==> src/rtl/pipe_stage_hs.sv <==
// Pipeline-stage register with valid/ready handshake, synchronous flush and an
// optional skid entry so that in_ready_o never depends combinationally on out_ready_i.
module pipe_stage_hs #(
  parameter int CTRL_W = 16,
  parameter int DATA_W = 64,
  parameter int SKID   = 1
) (
  input  logic              clk,
  input  logic              rst_n,
  input  logic              flush_i,
  input  logic              in_valid_i,
  output logic              in_ready_o,
  input  logic [CTRL_W-1:0] in_ctrl_i,
  input  logic [DATA_W-1:0] in_data_i,
  output logic              out_valid_o,
  input  logic              out_ready_i,
  output logic [CTRL_W-1:0] out_ctrl_o,
  output logic [DATA_W-1:0] out_data_o,
  output logic [1:0]        occupancy_o
);

  typedef enum logic [1:0] {
    EMPTY = 2'd0,
    ONE   = 2'd1,
    TWO   = 2'd2
  } state_e;

  state_e            state_q, state_d;
  logic [CTRL_W-1:0] main_ctrl_q, main_ctrl_d;
  logic [DATA_W-1:0] main_data_q, main_data_d;
  logic [CTRL_W-1:0] skid_ctrl_q, skid_ctrl_d;
  logic [DATA_W-1:0] skid_data_q, skid_data_d;
  logic              in_fire, out_fire;

  assign out_valid_o = (state_q != EMPTY);
  assign in_fire     = in_valid_i & in_ready_o;
  assign out_fire    = out_valid_o & out_ready_i;

  always_comb begin
    state_d     = state_q;
    main_ctrl_d = main_ctrl_q;
    main_data_d = main_data_q;
    skid_ctrl_d = skid_ctrl_q;
    skid_data_d = skid_data_q;
    if (flush_i) begin
      // Flush drops any incoming beat; data payloads are left untouched.
      state_d     = EMPTY;
      main_ctrl_d = '0;
      skid_ctrl_d = '0;
    end else begin
      case (state_q)
        EMPTY: begin
          if (in_fire) begin
            state_d     = ONE;
            main_ctrl_d = in_ctrl_i;
            main_data_d = in_data_i;
          end
        end
        ONE: begin
          if (in_fire && out_fire) begin
            main_ctrl_d = in_ctrl_i;
            main_data_d = in_data_i;
          end else if (in_fire && (SKID != 0)) begin
            state_d     = TWO;
            skid_ctrl_d = in_ctrl_i;
            skid_data_d = in_data_i;
          end else if (out_fire) begin
            state_d = EMPTY;
          end
        end
        TWO: begin
          if (out_fire) begin
            state_d     = ONE;
            main_ctrl_d = skid_ctrl_q;
            main_data_d = skid_data_q;
          end
        end
        default: state_d = EMPTY;
      endcase
    end
  end

  always_ff @(posedge clk or negedge rst_n) begin
    if (!rst_n) begin
      state_q     <= EMPTY;
      main_ctrl_q <= '0;
      main_data_q <= '0;
    end else begin
      state_q     <= state_d;
      main_ctrl_q <= main_ctrl_d;
      main_data_q <= main_data_d;
    end
  end

  generate
    if (SKID != 0) begin : g_skid
      logic in_ready_q;

      // Registered ready: looks only at where the stage is heading, never at out_ready_i.
      always_ff @(posedge clk or negedge rst_n) begin
        if (!rst_n) begin
          skid_ctrl_q <= '0;
          skid_data_q <= '0;
          in_ready_q  <= 1'b0;
        end else begin
          skid_ctrl_q <= skid_ctrl_d;
          skid_data_q <= skid_data_d;
          in_ready_q  <= (state_d != TWO);
        end
      end

      assign in_ready_o = in_ready_q;
    end else begin : g_noskid
      assign skid_ctrl_q = '0;
      assign skid_data_q = '0;
      assign in_ready_o  = rst_n & (~out_valid_o | out_ready_i);
    end
  endgenerate

  assign out_ctrl_o  = out_valid_o ? main_ctrl_q : '0;
  assign out_data_o  = main_data_q;
  assign occupancy_o = {state_q == TWO, state_q == ONE};

endmodule

==> config.mk <==
export PLATFORM = sky130hd
export DESIGN_NAME = pipe_stage_hs
export DESIGN_NICKNAME = d
export VERILOG_FILES = /design/src/rtl/pipe_stage_hs.sv
export SDC_FILE = /design/constraint.sdc
export NUM_CORES = 1
export LEC_CHECK = 0
export CAP_MARGIN = 20
export CORE_ASPECT_RATIO = 1.4
export CORE_UTILIZATION = 49
export DETAILED_ROUTE_END_ITERATION = 10
export PLACE_DENSITY = 0.85
export SKIP_LAST_GASP = 1
export SYNTH_ARGS = -nofsm -noshare
export SYNTH_HDL_FRONTEND = slang
export SYNTH_SLANG_ARGS = --single-unit
==> constraint.sdc <==
create_clock -name clk -period 2 [get_ports clk]
set_input_delay 0.2 -clock clk [delete_from_list [all_inputs] [get_ports clk]]
set_output_delay 0.2 -clock clk [all_outputs]
set_load 0.02 [all_outputs]
==> metrics.md <==
| Metric | Value |
|---|---|
| Worst setup SP type | flop |
| CP Data Arrival Time | 1790 ps |
| CTS Sinks | 163 |
| CTS clk-pin slew, worst paths | 60 ps |
| DR DRC count | 0 |
| # rows | 50 |
| Final period utilization | 0.994 |
| Multi-input gate area | 2650 µm² |
| Share of post-route cells with drive strength above 1 | 0.159 |
| Clk buf depth | 2 |
| Synthesized cell area | 6880 µm² |
| Post-DP Area | 8830 µm² |
| Most used DFF post-synth | dfrtp_1 |
| Core area | 13500 µm² |
| Fillers | 944 |
| Vias in the first global route | 5304 |
| Clk pwr share | 0.344 |
| Routed vias/inst | 5.33 |
| Antenna Nets Post-Route | 0 |
| Endpoints failing setup | 0 |
| Ys async rst share | 1.00 |
| Area delta synth->final | 39.6% |
| CTS tree | built |
| Reg area | 4080 µm² |
| Crit Path Class | reg -> out |
| Worst-Margin Slew | 705 ps |
| Initial antenna violation count | 0 |
| Switch Pwr | 2.72 mW |
| Placer Congestion | 0.831 |
| Crit path largest cell delay | 630 ps |
| Post-synthesis cell type count | 30 |
| Fmax | 503 MHz |
| Hold Crit Class | in -> async |
| Total track usage | 0.230 |
| Combinational group share of total power | 0.220 |
| Leak | 4.71 nW |
| Endpoints failing hold | 0 |
| Status | finished, final reports clean |
| Critical Path Fanout Max | 7 |
| Largest net degree at the start of global routing | 66 |
| Setup crit end kind | primary output |
| Crit-path cells | buf_4 > nor2b_1 > clkdlybuf4s50_1 |
| Global-route wire length before repair | 25900 µm |
| Sw Ratio | 0.270 |
| Syn nets | 644 |
| VDD IR max | 534 µV |
| Delay-heaviest family, CP | buffers and inverters |
| IO Pins | 169 |
| Syn Area/Cell | 12.3 µm² |
| DRT iter0 DRCs | 133 |
| Avg WL per Cell | 17.5 µm |
| Port bufs | 168 |
| Starting Density | 0.509 |
| Sequential fraction of the synthesis area | 0.593 |
| Detailed placer's ending HPWL | 10800 µm |
| H-tree depth | 4 |
| Slowest-stage cell, CP | clkdlybuf4s50_1 |
| Die span in x | 102 µm |
| Pwr per Cell Area | 1050 nW/µm² |
| Internal | 7.34 mW |
| TritonCTS buffer count | 17 |
| Tmin final | 1990 ps |
| Design Area, Final | 9600 µm² |
| Routed WL | 16200 µm |
| Max-slew headroom | 0.530 |
| Buf/Inv on CP | 2 |
| Synth warn | 0 |
| Total grt overflow | 0 |
| Die area | 14500 µm² |
| Tot Pwr | 10.1 mW |
| Layout Nets | 816 |
| Clock Skew | 8.35 ps |
| Fin util | 0.710 |
| Slew Limit Fails | 0 |
| Drt first pass iters | 4 |
| Die Y | 142 µm |
| Vias post-DR | 4931 |
| N_diodes | 0 |
| Clock latency on the worst-skew pair | 410 ps |
| Required @ worst endpoint | 1800 ps |
| Register share of total power | 0.435 |
| Root Buffer | clkbuf_16 |
| Number of synthesized flops with an enable pin | 0 |
| Max-Cap Viols | 0 |
| Synth Register Bits | 163 |
| Gate count of the mapped netlist | 559 |
==> logic make-up (layout without fill, tap and decap cells) <==
group           after synthesis  count (layout)  synth area share
flops                       163             163             0.593
buf+inv                      40             225            0.0284
mux                         144             144             0.221
compound gates              100             100            0.0832
simple gates                112             112            0.0741
==> cell usage after synthesis, types with 2 or more instances <==
library cell	instances	area, µm²
nor2_1	67	251
mux2_2	58	653
buf_2	32	160
nand3b_1	2	15.0
nor2b_1	17	106
nand2_1	17	63.8
mux2i_1	80	801
inv_1	2	7.51
a21oi_1	64	320
a22o_1	16	140
o21ai_0	14	70.1
nand4b_1	2	17.5
clkbuf_1	3	11.3
mux2_1	6	67.6
dfrtp_1	163	4080
a31oi_1	2	12.5
==> power by group through the flow <==
stage	clock, mW	sequential (mW)	combinational (mW)
4_1_cts	3.53	4.38	2.24
5_1_grt	3.66	4.46	2.40
3_5_place_dp	0	4.43	2.21
6_report	3.46	4.38	2.22
2_1_floorplan	0	4.66	0.842
3_3_place_gp	0	4.37	2.13
==> path summary, 6_finish.rpt <==
path | start | to | slack [ps] | cells after the start
hold reg to reg | main_ctrl_q[14]$_DFFE_PN0P_ | main_ctrl_q[14]$_DFFE_PN0P_ | 480 | 2
setup / recovery | state_q[1]$_DFF_PN0_ | occupancy_o[0] | 10 | 3
hold / removal | rst_n | main_ctrl_q[12]$_DFFE_PN0P_ | 320 | 2
max in group asynchronous | rst_n | out_data_o[5]$_DFFE_PN0P_ | 1010 | 3
setup reg to reg | state_q[1]$_DFF_PN0_ | skid_data_q[59]$_DFFE_PN0P_ | 20 | 6
min in group clk | in_ctrl_i[0] | skid_ctrl_q[0]$_DFFE_PN0P_ | 420 | 2
==> area by class of cell <==
type / instances / share of cell area
Clock buffer: 21 / 0.0480
Clock inverter: 11 / 0.0183
Inverter: 3 / 0.00117
Multi-Input combinational cell: 356 / 0.276
Sequential cell: 163 / 0.425
Tap cell: 182 / 0.0237
Timing Repair Buffer: 190 / 0.208
==> through the flow <==
stage               worst slack [ps]  instances  TNS [ps]  hold slack (ps)
floorplan                        321        559         0            -95.6
detailed placement              -127        887     -3550              183
global placement                14.5        887         0              171
global route                   -22.8        926     -39.8              373
CTS                            -9.78        923     -9.78              313
finish                          11.9        926         0              317
==> state kept, by name (all words and copies together) (netlist names) <==
name         flops
in_ready_o       1
main_ctrl_q     16
out_data_o      64
skid_ctrl_q     16
skid_data_q     64
state_q          2
==> routing by layer <==
metal | up-vias | wire [µm] | global-route usage
met3 | 20 | 971 | 0.0614
li1 | 2302 | - | -
met5 | - | 0 | 0
met4 | 0 | 256 | 0.0805
met2 | 161 | 8500 | 0.389
met1 | 2448 | 6460 | 0.283
==> cell usage in the layout (no fill, tap or decap), types with 2 or more instances in the layout <==
master	instances
nor2_1	65
clkbuf_8	2
a21oi_1	64
clkbuf_1	2
clkinv_4	2
nor2b_1	17
clkbuf_16	18
clkinv_2	2
nand4b_1	2
nand2_1	17
mux2_1	6
bufinv_16	4
a22o_1	16
buf_4	13
o21ai_0	14
inv_1	2
clkdlybuf4s50_1	150
nand3b_1	2
dfrtp_1	163
buf_12	7
dlymetal6s2s_1	17
mux2_2	58
mux2i_1	80
==> repair_timing <==
action | in CTS | in global routing
pin swaps | 1 | 1
gates cloned | 0 | 1
setup endpoints to repair | 17 | 61
hold buffers | 1 | 0
endpoints found under the hold margin | 47 | 0
setup buffers | 3 | 2
gates resized for setup | 3 | 19
Power figures use the tool's default switching activity.
